[src/rtl/vera_vram_pkg.sv]
// Shared constants for the VRAM arbiter: arbitration modes, host write patterns
// and the RAM data width.
package vera_vram_pkg;

    localparam int unsigned ARB_FIXED = 0;
    localparam int unsigned ARB_RR    = 1;

    localparam logic [1:0] PAT_BYTE = 2'b00;
    localparam logic [1:0] PAT_PAIR = 2'b01;
    localparam logic [1:0] PAT_SKIP = 2'b10;
    localparam logic [1:0] PAT_BLIT = 2'b11;

    localparam int unsigned RAM_DATA_W = 32;

endpackage

[src/rtl/vram_rr_pick.sv]
// Priority picker: returns the first requester found scanning upward from the
// start pointer (round-robin) or from index 0 (fixed priority).
module vram_rr_pick #(
    parameter int unsigned N  = 3,
    parameter int unsigned IW = (N > 1) ? $clog2(N) : 1
) (
    input  logic [N-1:0]  req_i,
    input  logic [IW-1:0] start_i,
    input  logic          mode_i,
    output logic [N-1:0]  gnt_o,
    output logic [IW-1:0] idx_o,
    output logic          valid_o
);

    logic [IW:0] base;
    logic [IW:0] cand;

    always_comb begin
        gnt_o   = '0;
        idx_o   = '0;
        valid_o = 1'b0;
        cand    = '0;
        base    = mode_i ? {1'b0, start_i} : '0;
        for (int unsigned k = 0; k < N; k++) begin
            cand = base + (IW+1)'(k);
            if (cand >= (IW+1)'(N)) begin
                cand = cand - (IW+1)'(N);
            end
            if (!valid_o && req_i[cand[IW-1:0]]) begin
                valid_o               = 1'b1;
                idx_o                 = cand[IW-1:0];
                gnt_o[cand[IW-1:0]]   = 1'b1;
            end
        end
    end

endmodule

[src/rtl/vram_arbiter.sv]
// Single-port VRAM arbiter: one byte-oriented host port with write patterns and
// NUM_RD 32-bit read-only client ports, one grant per clock, acks one cycle later.
module vram_arbiter
    import vera_vram_pkg::*;
#(
    parameter int unsigned NUM_RD       = 3,
    parameter int unsigned ADDR_W       = 15,
    parameter int unsigned ARB_MODE     = 0,
    parameter int unsigned STARVE_LIMIT = 0
) (
    input  logic                     clk,
    input  logic                     rst_n,
    input  logic [ADDR_W+1:0]        host_addr,
    input  logic [1:0]               host_wrpattern,
    input  logic [31:0]              host_cache32,
    input  logic [7:0]               host_wrdata,
    input  logic                     host_strobe,
    input  logic                     host_write,
    output logic                     host_ack,
    output logic [7:0]               host_rddata,
    output logic [31:0]              host_rddata32,
    input  logic [NUM_RD*ADDR_W-1:0] rd_addr,
    input  logic [NUM_RD-1:0]        rd_strobe,
    output logic [NUM_RD-1:0]        rd_ack,
    output logic [31:0]              rd_rddata,
    output logic [ADDR_W-1:0]        ram_addr,
    output logic [31:0]              ram_wrdata,
    output logic [3:0]               ram_wrbytesel,
    output logic                     ram_write,
    input  logic [31:0]              ram_rddata
);

    localparam int unsigned IdxW      = (NUM_RD > 1) ? $clog2(NUM_RD) : 1;
    localparam int unsigned CntW      = (STARVE_LIMIT > 0) ? $clog2(STARVE_LIMIT + 1) : 1;
    localparam logic [CntW-1:0] StarveMax = CntW'(STARVE_LIMIT);
    localparam logic [IdxW-1:0] LastIdx   = IdxW'(NUM_RD - 1);
    localparam logic StarveEn = (STARVE_LIMIT > 0);
    localparam logic RrEn     = (ARB_MODE == ARB_RR);

    logic [CntW-1:0]   starve_q [NUM_RD];
    logic [CntW-1:0]   starve_d [NUM_RD];
    logic [IdxW-1:0]   rr_ptr_q, rr_ptr_d;
    logic              host_ack_q, host_ack_d;
    logic [NUM_RD-1:0] rd_ack_q, rd_ack_d;
    logic [1:0]        sel_q, sel_d;
    logic [7:0]        hold8_q, hold8_d;
    logic [31:0]       hold32_q, hold32_d;

    logic [NUM_RD-1:0] starving;
    logic [NUM_RD-1:0] stv_gnt, req_gnt, cli_gnt;
    logic [IdxW-1:0]   stv_idx, req_idx, cli_idx;
    logic              stv_valid, req_valid;
    logic              host_gnt;
    logic [7:0]        live_byte;

    always_comb begin
        starving = '0;
        for (int i = 0; i < NUM_RD; i++) begin
            starving[i] = StarveEn && rd_strobe[i] && (starve_q[i] == StarveMax);
        end
    end

    // Starving clients always resolve lowest index first, independent of ARB_MODE.
    vram_rr_pick #(
        .N  (NUM_RD),
        .IW (IdxW)
    ) u_stv_pick (
        .req_i   (starving),
        .start_i ('0),
        .mode_i  (1'b0),
        .gnt_o   (stv_gnt),
        .idx_o   (stv_idx),
        .valid_o (stv_valid)
    );

    vram_rr_pick #(
        .N  (NUM_RD),
        .IW (IdxW)
    ) u_cli_pick (
        .req_i   (rd_strobe),
        .start_i (rr_ptr_q),
        .mode_i  (RrEn),
        .gnt_o   (req_gnt),
        .idx_o   (req_idx),
        .valid_o (req_valid)
    );

    always_comb begin
        host_gnt = 1'b0;
        cli_gnt  = '0;
        cli_idx  = '0;
        rr_ptr_d = rr_ptr_q;
        // Host writes are never preempted, so escalation only applies to reads/idle.
        if (StarveEn && !host_write && stv_valid) begin
            cli_gnt = stv_gnt;
            cli_idx = stv_idx;
        end else if (host_strobe) begin
            host_gnt = 1'b1;
        end else if (req_valid) begin
            cli_gnt  = req_gnt;
            cli_idx  = req_idx;
            rr_ptr_d = (req_idx == LastIdx) ? '0 : req_idx + 1'b1;
        end
    end

    always_comb begin
        ram_addr  = '0;
        ram_write = 1'b0;
        if (host_gnt) begin
            ram_addr  = host_addr[ADDR_W+1:2];
            ram_write = host_write;
        end else if (|cli_gnt) begin
            ram_addr = rd_addr[int'(cli_idx)*ADDR_W +: ADDR_W];
        end
    end

    always_comb begin
        ram_wrdata = {4{host_wrdata}};
        if (host_wrpattern == PAT_BLIT && host_addr[1:0] == 2'b00) begin
            ram_wrdata = host_cache32;
        end
    end

    always_comb begin
        ram_wrbytesel = 4'b0000;
        unique case ({host_wrpattern, host_addr[1:0]})
            {PAT_BYTE, 2'd0}: ram_wrbytesel = 4'b0001;
            {PAT_BYTE, 2'd1}: ram_wrbytesel = 4'b0010;
            {PAT_BYTE, 2'd2}: ram_wrbytesel = 4'b0100;
            {PAT_BYTE, 2'd3}: ram_wrbytesel = 4'b1000;
            {PAT_PAIR, 2'd0}: ram_wrbytesel = 4'b0011;
            {PAT_PAIR, 2'd1}: ram_wrbytesel = 4'b0110;
            {PAT_PAIR, 2'd2}: ram_wrbytesel = 4'b1100;
            {PAT_PAIR, 2'd3}: ram_wrbytesel = 4'b1001;
            {PAT_SKIP, 2'd0}: ram_wrbytesel = 4'b0101;
            {PAT_SKIP, 2'd1}: ram_wrbytesel = 4'b1010;
            {PAT_SKIP, 2'd2}: ram_wrbytesel = 4'b0111;
            {PAT_SKIP, 2'd3}: ram_wrbytesel = 4'b1110;
            {PAT_BLIT, 2'd0}: ram_wrbytesel = 4'b1111;
            {PAT_BLIT, 2'd1}: ram_wrbytesel = 4'b1111;
            {PAT_BLIT, 2'd2}: ram_wrbytesel = 4'b1101;
            {PAT_BLIT, 2'd3}: ram_wrbytesel = 4'b1011;
            default:          ram_wrbytesel = 4'b0000;
        endcase
    end

    always_comb begin
        for (int i = 0; i < NUM_RD; i++) begin
            starve_d[i] = '0;
            if (rd_strobe[i] && !cli_gnt[i]) begin
                starve_d[i] = (starve_q[i] == StarveMax) ? starve_q[i] : starve_q[i] + 1'b1;
            end
        end
    end

    // Host read data is live during the ack cycle and held afterwards.
    always_comb begin
        host_ack_d    = host_gnt;
        rd_ack_d      = cli_gnt;
        sel_d         = host_gnt ? host_addr[1:0] : sel_q;
        live_byte     = ram_rddata[{sel_q, 3'b000} +: 8];
        hold8_d       = host_ack_q ? live_byte : hold8_q;
        hold32_d      = host_ack_q ? ram_rddata : hold32_q;
        host_rddata   = host_ack_q ? live_byte : hold8_q;
        host_rddata32 = host_ack_q ? ram_rddata : hold32_q;
        host_ack      = host_ack_q;
        rd_ack        = rd_ack_q;
        rd_rddata     = ram_rddata;
    end

    always_ff @(posedge clk or negedge rst_n) begin
        if (!rst_n) begin
            rr_ptr_q   <= '0;
            host_ack_q <= 1'b0;
            rd_ack_q   <= '0;
            sel_q      <= '0;
            hold8_q    <= '0;
            hold32_q   <= '0;
            for (int i = 0; i < NUM_RD; i++) begin
                starve_q[i] <= '0;
            end
        end else begin
            rr_ptr_q   <= rr_ptr_d;
            host_ack_q <= host_ack_d;
            rd_ack_q   <= rd_ack_d;
            sel_q      <= sel_d;
            hold8_q    <= hold8_d;
            hold32_q   <= hold32_d;
            for (int i = 0; i < NUM_RD; i++) begin
                starve_q[i] <= starve_d[i];
            end
        end
    end

endmodule

[config.mk]
export PLATFORM = sky130hd
export DESIGN_NAME = vram_arbiter
export DESIGN_NICKNAME = d
export VERILOG_FILES = /design/src/rtl/vera_vram_pkg.sv /design/src/rtl/vram_rr_pick.sv /design/src/rtl/vram_arbiter.sv
export SDC_FILE = /design/constraint.sdc
export NUM_CORES = 1
export LEC_CHECK = 0
export ABC_AREA = 0
export BUFFER_PORTS_ARGS = -buffer_cell sky130_fd_sc_hd__buf_2
export CAP_MARGIN = 20
export CELL_PAD_IN_SITES_DETAIL_PLACEMENT = 0
export CELL_PAD_IN_SITES_GLOBAL_PLACEMENT = 1
export CORE_UTILIZATION = 29
export CTS_CLUSTER_SIZE = 40
export DETAILED_ROUTE_END_ITERATION = 16
export PLACE_DENSITY = 0.95
export SLEW_MARGIN = 20
export SYNTH_ARGS = -nofsm -noshare
export SYNTH_HDL_FRONTEND = slang
export SYNTH_SLANG_ARGS = --single-unit
[constraint.sdc]
create_clock -name clk -period 2.47 [get_ports clk]
set_clock_uncertainty 0.05 [all_clocks]
set_input_delay 0 -clock clk [delete_from_list [all_inputs] [get_ports clk]]
set_output_delay 0 -clock clk [all_outputs]
set_load 0.05 [all_outputs]
### After elaboration in Yosys (flattened, before gate mapping)

Memories as Yosys holds them, arrays and structs flattened.
Cells that the tools add are included.

| word-level totals | value |
|---|---|
| register bits after elaboration | 46 |
| bits in latches | 0 |
| memory bits (writable) | 0 |
| ROM bits | 64 |
| output and inout bits | 128 |
| word-level logic and storage cells | 36 |
| memories | 1 |

Memory list:

| memory | depth | bits a word | read ports | clocked after memory_dff | wr ports | line | source |
|---|---|---|---|---|---|---|---|
| (no name shown) | 16 | 4 | 1 | 0 | 0 | vram_arbiter.sv:126 | `unique case ({host_wrpattern, host_addr[1:0]})` |

| cells by class | value |
|---|---|
| add/subtract/negate cells | 0 |
| multiply operators | 1 |
| div/mod/pow operators | 0 |
| $lt $le $gt $ge | 0 |
| eq/ne operators | 1 |
| shift-type cells | 2 |
| multiplexer cells | 19 |
| bitwise operators | 0 |
| reductions and logical operators | 7 |

Operators by type and width:

| cell | count |
|---|---|
| 32-bit two-way mux | 2 |
| 45-bit by 7-bit variable part select with 15-bit output | 1 |
| 32-bit by 6-bit variable part select with 8-bit output | 1 |
| 15-bit two-way mux | 2 |
| 3-bit two-way mux | 3 |
| 2-bit two-way mux | 4 |
| 8-bit two-way mux | 1 |
| 1-bit two-way mux | 7 |
| 2-bit by 4-bit multiplier with 6-bit output, second input constant | 1 |
| 1-bit logical AND | 3 |
| 3-bit OR reduction | 1 |
| 2-bit equality test, second input constant | 1 |
| 1-bit logical NOT | 2 |
| 2-bit logical NOT | 1 |

### Depth between registers and ports, before layout

Gate-level depths: netlist (run 1).

| logic depth | value |
|---|---|
| depth in word-level cells | 13 |
| depth in mapped cells | 6 |
| gate-level depth less buffers | 5 |

### Hierarchy

Synthesis (run 1) repeated with hierarchy kept, for this count alone.

| second synthesis, totals | value |
|---|---|
| cells, all modules | 352 |
| area total of the unflattened synthesis | 3722.3 µm² |

By module, submodules not included:

| module | times used | cells each | area an instance (µm²) |
|---|---|---|---|
| vram_arbiter | 1 | 312 | 3449.6 |
| vram_rr_pick | 1 | 40 | 272.8 |

### Worst setup path before layout (run 1)

Ideal clock, no wire load.

| path | value |
|---|---|
| path type | flip-flop to flip-flop |
| start point | reg host_ack_q, in the netlist host_ack |
| end point | reg hold8_q[0] |
| setup time | 221 ps |
| arrival time | 1875 ps |
| slack | 324 ps |
| stages on the path, launching flop included | 4 |
| period minus slack after synthesis | 2146 ps |
| cell sequence | dfrtp_1 > clkbuf_1 > nand2_1 > o221ai_1 |

| between the ends | value |
|---|---|
| word-level cells in the longest chain between the ends | 1 |

RTL lines:

| what | line | source |
|---|---|---|
| start: declaration | vram_arbiter.sv:43 | `logic host_ack_q, host_ack_d;` |
| start signal: assignment | vram_arbiter.sv:184 | `host_ack_q <= host_ack_d;` |
| 8-bit two-way mux | -- |  |
| net host_rddata[0] | vram_arbiter.sv:20 | `output logic [7:0] host_rddata,` |
| end signal: assignment | vram_arbiter.sv:187 | `hold8_q <= hold8_d;` |
| end: declaration | vram_arbiter.sv:46 | `logic [7:0] hold8_q, hold8_d;` |

The timed path passes the listed nets, and every way through them passes these cells.
A chain may end at the register's enable or synchronous reset.

### Final worst setup path (run 1)

| path | value |
|---|---|
| start point | reg sel_q[1] |
| end point | out host_rddata[2] |

| between the ends | value |
|---|---|
| word-level cells in the longest chain between the ends | 2 |

RTL lines:

| what | line | source |
|---|---|---|
| start: declaration | vram_arbiter.sv:45 | `logic [1:0] sel_q, sel_d;` |
| start signal: assignment | vram_arbiter.sv:186 | `sel_q <= sel_d;` |
| 32-bit by 6-bit variable part select with 8-bit output | vram_arbiter.sv:161 | `live_byte = ram_rddata[{sel_q, 3'b000} +: 8];` |
| 8-bit two-way mux | vram_arbiter.sv:164 | `host_rddata = host_ack_q ? live_byte : hold8_q;` |
| end: declaration | vram_arbiter.sv:20 |  |

No other way between the ends.

==> qor.csv, run 1 <==
metric,value,unit
routedWlPerCell,14.9,µm
synthesis.area_per_instance,11.0,µm²
post_cts_buffers,0,
dp_hpwl,7.71,mm
power.density,556,nW/µm²
grt_pass1_vias,3268,
synthCells,283,
hold_class,primary input to register,
yosysWarnings,0,
period_minus_slack,2150,ps
grt_first_pass_wirelength,15.4,mm
crit_type,register to primary output,
start_util,30.0,%
clk_latency,300,ps
slew_headroom,43.2,%
period_share,87.0,%
die_h,105,µm
hold_path_end,sel_q[0],
coreArea,10300,µm²
syn_area,3100,µm²
rsz0062_at_grt,no,
finalHoldViolCount,0,
post-route-util,45.8,%
track_usage,17.6,%
finish.net_count,697,
cts_buffers,5,
critPathLaunchType,register,
row_count,37,
antenna_found_initial,0,
clk_path_buf_depth,2,
setup_tns,0,ps
dr.pass1.iters,4,
vias,3296,
leakage,2.60,nW
syn_to_final_growth,52.6,%
worstMarginPinSlew,852,ps
hold_path.startpoint,host_addr[0],
vias_per_cell,4.83,
ioPinCount,271,
cts.hold.buffers_added,35,
cts_resized,0,
regToRegStartpoint,sel_q[1],
overflow,0,
clockRootBuffer,clkbuf_8,
r2r-end,hold8_q[2],
setup_viol,0,
cts_num_sinks,46,
cts_max_level,2,
crit_path_end_kind,primary output,
outcome,completed,
drt.antenna.violating_nets,0,
grt_max_degree,47,
drive_gt1_share,63.3,%
drc,0,
slew_viol_final,0,
path_clk_slew,80,ps
cap_violations,0,
first_iter_violations,119,
reg2reg_slack,730,ps
synth-seq-cells,46,
ir_drop,0.302,mV
cts_tree,built,
ys_types,29,
n_antenna_cell,0,
required,2420,ps
crit_fanout,17,
reg2reg_depth,3,
fmax,466,MHz
die_x,105,µm
portBuffers,270,
gp_congestion,0.835,
ys_seq_area_share,37.1,%
worstPathArrival,2100,ps
worstHoldPathCells,2,
syn_nets,434,
dieArea,11100,µm²
routed_wirelength,10.2,mm
-- report_power, final --
group	internal, mW	switching (mW)	total [mW]
Clock	0.200	0.252	0.451
Sequential	0.831	0.0338	0.864
Combinational	0.396	0.917	1.31
Total	1.43	1.20	2.63
-- critical path, stage by stage (launching register included) --
cell      delay [ps]
dfrtp_1          900
mux2_2           410
nand2_1           80
o221ai_1         150
buf_2            260
-- cell families after synthesis --
logic type      count (synthesis)  synth area share [%]
buf+inv                        67                  13.3
fa+ha+maj                       8                  3.23
simple gates                   32                  5.53
flops                          46                  37.1
mux                            52                  18.9
compound gates                 78                  21.9
-- routing by layer --
metal / up-vias / global-route usage (%) / share of wire, %
li1: 1525 / - / -
met1: 1558 / 16.8 / 35
met2: 196 / 36.2 / 56
met3: 17 / 3.59 / 7.5
met4: 0 / 6.04 / 1.9
met5: - / 0 / 0
-- area by class of cell --
type / count / area, µm²
fill: 922 / 5590
clock inverter: 2 / 13.8
multi-input combinational: 170 / 1540
sequential: 46 / 1150
tap: 136 / 170
timing repair buffer: 309 / 1730
clock buffer: 6 / 72.6
inverter: 14 / 52.6
-- metrics by stage --
stage | hold slack, ps | setup slack (ps) | cell area (µm²) | power [mW] | cells
after floorplan | -346 | 324 | 3100 | 1.83 | 283
after global placement | 164 | 751 | 4290 | 2.13 | 640
after detailed placement | 178 | 681 | 4290 | 2.15 | 640
after CTS | 1.03 | 348 | 4730 | 2.65 | 683
after global routing | 28.3 | 215 | 4730 | 2.74 | 683
final | 10.6 | 322 | 4730 | 2.63 | 683
-- placed cells by master, fill, tap and decap left out, types with 2 or more instances in the layout --
cell / synthesis / final
nand2_1: 12 / 12
buf_4: 33 / 5
dfrtp_1: 46 / 46
mux2i_1: 8 / 8
buf_2: 14 / 269
dlygate4sd3_1: 0 / 35
a221o_1: 13 / 13
and2b_2: 2 / 2
nor2b_1: 11 / 11
mux2_2: 43 / 43
ha_1: 8 / 8
o221ai_1: 8 / 8
a21o_1: 32 / 32
inv_1: 14 / 14
nor2_1: 3 / 3
a211oi_1: 2 / 2
o221a_2: 15 / 15
clkbuf_8: 0 / 5
o21ai_0: 4 / 4
-- Yosys cell counts --
| master | instances | share of area (%) |
|---|---|---|
| o221ai_1 | 8 | 2.3 |
| o22a_1 | 1 | 0.28 |
| buf_2 | 14 | 2.3 |
| buf_4 | 33 | 8.0 |
| a221o_2 | 1 | 0.36 |
| o21ai_2 | 1 | 0.28 |
| mux2_2 | 43 | 16 |
| o21ai_0 | 4 | 0.65 |
| a21o_1 | 32 | 7.8 |
| nand2_1 | 12 | 1.5 |
| or2_1 | 1 | 0.20 |
| nor2b_1 | 11 | 2.2 |
| and2_2 | 1 | 0.24 |
| a221o_1 | 13 | 4.2 |
| ha_1 | 8 | 3.2 |
| mux2i_1 | 8 | 2.6 |
| inv_1 | 14 | 1.7 |
| nor2_1 | 3 | 0.36 |
| o221a_2 | 15 | 5.5 |
| and3_1 | 1 | 0.20 |
| and2b_2 | 2 | 0.57 |
| a21oi_1 | 1 | 0.16 |
| buf_8 | 1 | 0.48 |
| nor2b_2 | 1 | 0.28 |
| a211oi_1 | 2 | 0.48 |
| clkbuf_1 | 4 | 0.48 |
| mux4_2 | 1 | 0.73 |
| dfrtp_1 | 46 | 37 |
| buf_6 | 1 | 0.36 |
-- how the worst max path moves through the flow --
stage                   from             end  slack (ps)  depth (start not counted)
floorplan           host_ack      hold8_q[0]         320                          3
global placement    sel_q[1]  host_rddata[7]         750                          4
detailed placement  sel_q[1]  host_rddata[0]         680                          4
CTS                 sel_q[1]  host_rddata[0]         350                          4
global route        sel_q[1]  host_rddata[2]         210                          4
finish              sel_q[1]  host_rddata[2]         320                          4
-- flip-flops by register name, summed over array words and instances (netlist names) --
name      flops
hold32_q     32
rd_ack        3
sel_q         2
hold8_q       8
host_ack      1
No activity file was read; power rests on OpenSTA's default activity.
==> inputs of run 2 (changes only) <==
CORE_ASPECT_RATIO = 1.2   (was unset)
CORE_UTILIZATION = 31   (was 29)
PLACE_DENSITY = unset   (was 0.95)
PLACE_DENSITY_LB_ADDON = 0.1   (was unset)
SYNTH_HIERARCHICAL = 1   (was unset)
==> run 2 against run 1 <==
  * Synthesized cell count grew 24%
  * Flip-flop and latch count rose by 2
  * Via count increased by 11%
  * Global-route usage up 0.37 points
  * Total power rose by 56%
  * Hold slack lost 7.8 ps
  * Die area grew 12%
  * Sequential power increased by 9.3%
  * Area after synthesis up 20%
  * Clock power grew 77%
  * Cell count increased by 13%
  * Largest cell class is now multi-input combinational cells
  * Highest routed layer unchanged
==> qor.csv, run 2 <==
metric,value,unit,change
finalHoldViolCount,0,,unchanged
reg2reg_slack,700,ps,-30 ps
rsz0062_at_grt,no,,
cts_resized,0,,unchanged
vias_per_cell,4.74,,-1.7%
power.internal,2.10,mW,+48%
yosysTopAreaCellShare,32.3,%,-4.9 points
worst_path_largest_cell_delay,720,ps,-180 ps
outcome,completed,,
hold_path.startpoint,host_strobe,,
period_minus_slack,2160,ps,+9.30 ps
path_clk_slew,60,ps,-20 ps
period_share,87.3,%,+0.38 points
routedWlPerCell,15.1,µm,+1.5%
p_clk_share,19.5,%,+2.3 points
ys_types,38,,+31%
first_iter_violations,101,,-15%
gp_congestion,0.768,,-8.0%
postPlaceCellArea,4930,µm²,+15%
crit_slowest_cell,dfrtp_1,,
dieArea,12500,µm²,+12%
synth_edf_count,0,,unchanged
antenna_found_initial,0,,unchanged
finalPower,4.09,mW,+56%
start_util,32.0,%,+2.0 points
regToRegStartpoint,sel_q[0],,
cts_tree,built,,
drt.antenna.violating_nets,0,,unchanged
hold_class,primary input to register,,
leakage,2.80,nW,+7.8%
clockRootBuffer,clkbuf_16,,
hold_path_end,host_ack,,
setup_viol,0,,unchanged
layout_commonest_cell,buf_2,,
ys_top_cells_by_area,"dfrtp_1 (32%), mux2_2 (13%), buf_4 (7.9%)",,
synth_top_area_cell,dfrtp_1,,
drc,0,,unchanged
syn_to_final_growth,45.8,%,
multi_input_area,2090,µm²,+36%
ir_drop,0.400,mV,+33%
ioPinCount,271,,unchanged
ys_seq_area_share,32.3,%,-4.9 points
crit_path_end_kind,primary output,,
die_h,122,µm,+16%
clk_latency,280,ps,-20 ps
combPwrFrac,57.4,%,+7.4 points
setup_tns,0,ps,unchanged
syn_area,3720,µm²,+20%
worstPathArrival,2110,ps,about the same
r2r-end,hold8_q[3],,
cts.hold.buffers_added,32,,-8.6%
grt_max_degree,49,,+4.3%
final_cell_mix,"buf_2 (270), dfrtp_1 (47), mux2_2 (42)",,
die_x,102,µm,-3.2%
required,2420,ps,about the same
post-route-util,46.7,%,+0.87 points
worstHoldPathCells,1,,-1
critPathLaunchType,register,,
p_sw_share,48.5,%,+2.8 points
ff_latch_area,1200,µm²,+4.5%
crit_fanout,9,,-8
clk_path_buf_depth,2,,unchanged
synth-seq-cells,48,,+4.3%
crit_type,register to primary output,,
dp_hpwl,8.91,mm,+16%
fmax,464,MHz,-0.43%
yosysMostFrequentCell,dfrtp_1,,
synthesis.area_per_instance,10.6,µm²,-3.4%
slew_headroom,59.6,%,+16 points
worstMarginPinSlew,606,ps,-246 ps
cap_violations,0,,unchanged
yosysWarnings,6,,+6
grt_pass1_vias,3438,,+5.2%
cts_max_level,2,,unchanged
vias,3647,,+11%
largest_reg_flops,32,,unchanged
post_cts_buffers,0,,unchanged
track_usage,18.0,%,+0.37 points
portBuffers,270,,unchanged
overflow,0,,unchanged
routed_wirelength,11.6,mm,+14%
synthFlopType,dfrtp_1,,
async_flop_share,100,%,unchanged
power.density,754,nW/µm²,+36%
coreArea,11600,µm²,+13%
power_switching,1.99,mW,+65%
top_register,hold32_q,,
fillCellCount,1119,,+21%
reg2reg_depth,2,,-1
yosys-top-cells-count,"dfrtp_1 (48), mux2_2 (42), buf_4 (39)",,
dr.pass1.iters,4,,unchanged
synthCells,352,,+24%
grt_first_pass_wirelength,17.3,mm,+12%
n_antenna_cell,0,,unchanged
seqPwrFrac,23.1,%,-9.8 points
row_count,43,,+16%
drive_gt1_share,57.5,%,-5.7 points
cts_num_sinks,48,,+4.3%
final_area,5430,µm²,+15%
finish.net_count,766,,+9.9%
cts_buffers,5,,unchanged
path_cells,mux4_2 -> mux2_2 -> buf_2,,
slew_viol_final,0,,unchanged
==> run 2: cell count changes after synthesis, moves of 8 or more <==
| cell | previous run | this run |
|---|---|---|
| and2_1 | 0 | 18 |
| nor2b_1 | 11 | 27 |
| o31ai_1 | 0 | 16 |
| a31oi_1 | 0 | 15 |
| o221a_2 | 15 | 0 |
| a221o_1 | 13 | 0 |
| a41oi_2 | 0 | 10 |
| mux4_2 | 1 | 9 |
| o221ai_1 | 8 | 0 |
==> run 2: cells by family (layout without fill, tap and decap cells) <==
family,after synthesis,after routing,share of synthesized area (%)
buf+inv,67,326,11.7
other cells,1,2,0.101
mux,56,56,19.6
fa+ha+maj,12,12,4.03
simple gates,67,67,10.6
flops,48,48,32.3
compound gates,101,101,21.6
==> run 2: worst max-delay path by stage <==
| stage | slack [ps] | startpoint | cells after the start | end |
|---|---|---|---|---|
| floorplan | 190 | rd_strobe[0] | 9 | ram_addr[10] |
| global placement | 450 | rd_strobe[0] | 10 | ram_addr[2] |
| detailed placement | 410 | rd_strobe[0] | 10 | ram_addr[2] |
| CTS | 270 | sel_q[0] | 3 | host_rddata[3] |
| global route | 180 | sel_q[0] | 3 | host_rddata[1] |
| finish | 310 | sel_q[0] | 3 | host_rddata[3] |
==> run 2: per-layer routing <==
metal  global-route usage (%)  vias up  part of all wire, %
li1                         -     1757                    -
met1                     19.0     1711                   38
met2                     35.4      171                   54
met3                     3.84        8                  7.2
met4                     3.84        0                  1.0
met5                        0        -                    0
==> run 2: area by class of cell <==
| type | instances | share of cell area [%] |
|---|---|---|
| clock inverters | 2 | 0.715 |
| flip-flops and latches | 48 | 22.2 |
| clock buffers | 6 | 2.56 |
| multi-input cells | 238 | 38.6 |
| repair buffers | 309 | 31.8 |
| inverters | 9 | 0.623 |
| well taps | 157 | 3.62 |
==> run 2: critical path: cells and delay by family (launching register included) <==
family	cells	cell delay [ps]
buf+inv	1	220
flops	1	720
mux	2	880
==> run 2: power by group through the flow <==
stage          Clock, mW  Combinational (mW)  Sequential [mW]
6_report           0.800                2.35            0.944
3_3_place_gp           0                2.29            0.962
5_1_grt            0.852                2.54            0.959
4_1_cts            0.822                2.35            0.948
2_1_floorplan          0                1.82            0.986
3_5_place_dp           0                2.30            0.964
==> run 2: through the flow <==
step	worst slack (ps)	hold WS [ps]	instances
global placement	455	89.3	729
CTS	272	7.74	769
detailed placement	413	94.6	729
finish	313	2.87	769
global route	184	28.1	769
floorplan	188	-346	353
==> inputs of run 3 (changes only) <==
REMOVE_ABC_BUFFERS = 1   (was unset)
==> run 3 against run 2 <==
  * The run now ends with hold timing left
  * Count of clock-buffer cells in the layout decreased by 1
  * Non-clock buffer count grew 4
  * Die area did not move
  * Fmax is 1.4% higher
  * Via count rose by 0.41%
  * Combinational power is essentially flat
  * Sequential power shrank 0.4%
  * Sequential share of layout area is 0.23 points lower
  * Global-route usage is 0.066 points lower
  * Worst setup slack improved by 30 ps
  * Highest routed layer unchanged
==> qor.csv, run 3 (synthesis gave the netlist of run 2 again) <==
metric,value,unit,change
crit_slowest_cell,dfrtp_1,,
cts_resized,0,,unchanged
grt_pass1_vias,3477,,+1.1%
portBuffers,270,,unchanged
period_minus_slack,2130,ps,-30.0 ps
postPlaceCellArea,4960,µm²,+0.69%
path_clk_slew,60,ps,about the same
outcome,"complete, but fails checks",,
path_cells,mux4_2 -> mux2_2 -> buf_2,,
drive_gt1_share,57.4,%,-0.12 points
final_area,5480,µm²,+0.95%
clockRootBuffer,clkbuf_16,,
cts_max_level,2,,unchanged
pre_cts_ws,390,ps,-23.1 ps
first_iter_violations,98,,-3.0%
track_usage,17.9,%,-0.066 points
hold_class,primary input to register,,
leakage,2.83,nW,+0.98%
coreArea,11600,µm²,unchanged
drc,0,,unchanged
worst_path_largest_cell_delay,700,ps,-20 ps
cts.hold.buffers_added,33,,+3.1%
worstPathArrival,2080,ps,-30 ps
finish.net_count,770,,+0.52%
violations,hold timing,,
rsz0062_at_grt,no,,
fin_hold_ws,-4.56,ps,-7.44 ps
vias,3662,,+0.41%
power.density,761,nW/µm²,+0.93%
die_x,102,µm,unchanged
dp_hpwl,8.89,mm,-0.25%
fmax,470,MHz,+1.4%
top_register,hold32_q,,
vias_per_cell,4.74,,about the same
dieArea,12500,µm²,unchanged
required,2420,ps,about the same
syn_to_final_growth,47.2,%,
start_util,32.0,%,unchanged
clk_path_buf_depth,2,,unchanged
grt_first_pass_wirelength,17.2,mm,-0.44%
setup_viol,0,,unchanged
critPathLaunchType,register,,
period_share,86.1,%,-1.2 points
post-route-util,47.1,%,+0.44 points
final_cell_mix,"buf_2 (270), dfrtp_1 (48), mux2_2 (42)",,
dr.pass1.iters,4,,unchanged
fillCellCount,1161,,+3.8%
row_count,43,,unchanged
slew_headroom,60.6,%,+0.99 points
cts_tree,built,,
grt_max_degree,42,,-14%
fin_cells,772,,+0.39%
cts_num_sinks,48,,unchanged
crit_type,register to primary output,,
dp.cells,732,,+0.41%
largest_reg_flops,32,,unchanged
ioPinCount,271,,unchanged
crit_path_end_kind,primary output,,
gp_congestion,0.771,,+0.42%
reg2reg_slack,730,ps,+30 ps
cts_buffers,5,,unchanged
multi_input_area,2090,µm²,unchanged
drt.antenna.violating_nets,0,,unchanged
clk_latency,280,ps,about the same
die_h,122,µm,unchanged
fin_ws,343,ps,+30.0 ps
routed_wirelength,11.6,mm,about the same
slew_viol_final,0,,unchanged
worstMarginPinSlew,591,ps,-14.9 ps
layout_commonest_cell,buf_2,,
crit_fanout,9,,unchanged
antenna_found_initial,0,,unchanged
ff_latch_area,1200,µm²,-0.10%
overflow,0,,unchanged
n_antenna_cell,0,,unchanged
routedWlPerCell,15.1,µm,-0.45%
ir_drop,0.351,mV,-12%
finalHoldViolCount,1,,+1
post_cts_buffers,0,,unchanged
cap_violations,0,,unchanged
## run 3: per-layer routing
layer	share of wire [%]	track usage, %	up-vias
met5	0	0	-
met4	1.2	5.00	0
met3	8.8	4.42	7
met2	49	32.9	190
met1	41	20.1	1694
li1	-	-	1771
## run 3: power breakdown
group / switching [mW] / total (mW) / internal [mW]
combinational: 1.65 / 2.37 / 0.721
sequential: 0.0435 / 0.940 / 0.897
clock: 0.279 / 0.853 / 0.574
total: 1.98 / 4.17 / 2.19
## run 3: critical path: cells and delay by family (launching register included)
family                 cells  cell delay (ps)
DFF                        1              700
muxes                      2              880
buffers and inverters      1              220
## run 3: worst paths after layout
path                                  end   startpoint  depth (start not counted)
min in group asynchronous    hold32_q[14]        rst_n                          2
setup / recovery           host_rddata[5]     sel_q[0]                          3
hold / removal                   host_ack  host_strobe                          1
max in group asynchronous    hold32_q[10]        rst_n                          3
hold reg to reg               rr_ptr_q[0]  rr_ptr_q[0]                          2
setup reg to reg               hold8_q[5]     sel_q[0]                          2
## run 3: area by class of cell
class,instances,area share (%)
clock buffers,5,2.28
well taps,157,3.59
flip-flops and latches,48,21.9
clock inverters,2,1.10
inverters,9,0.617
multi-input cells,238,38.2
repair buffers,313,32.3
## run 3: per-stage QoR
step	setup TNS (ps)	power (mW)
2_1_floorplan	-16280	2.54
3_3_place_gp	0	3.27
3_5_place_dp	0	3.28
4_1_cts	0	4.19
5_1_grt	0	4.40
6_report	0	4.17
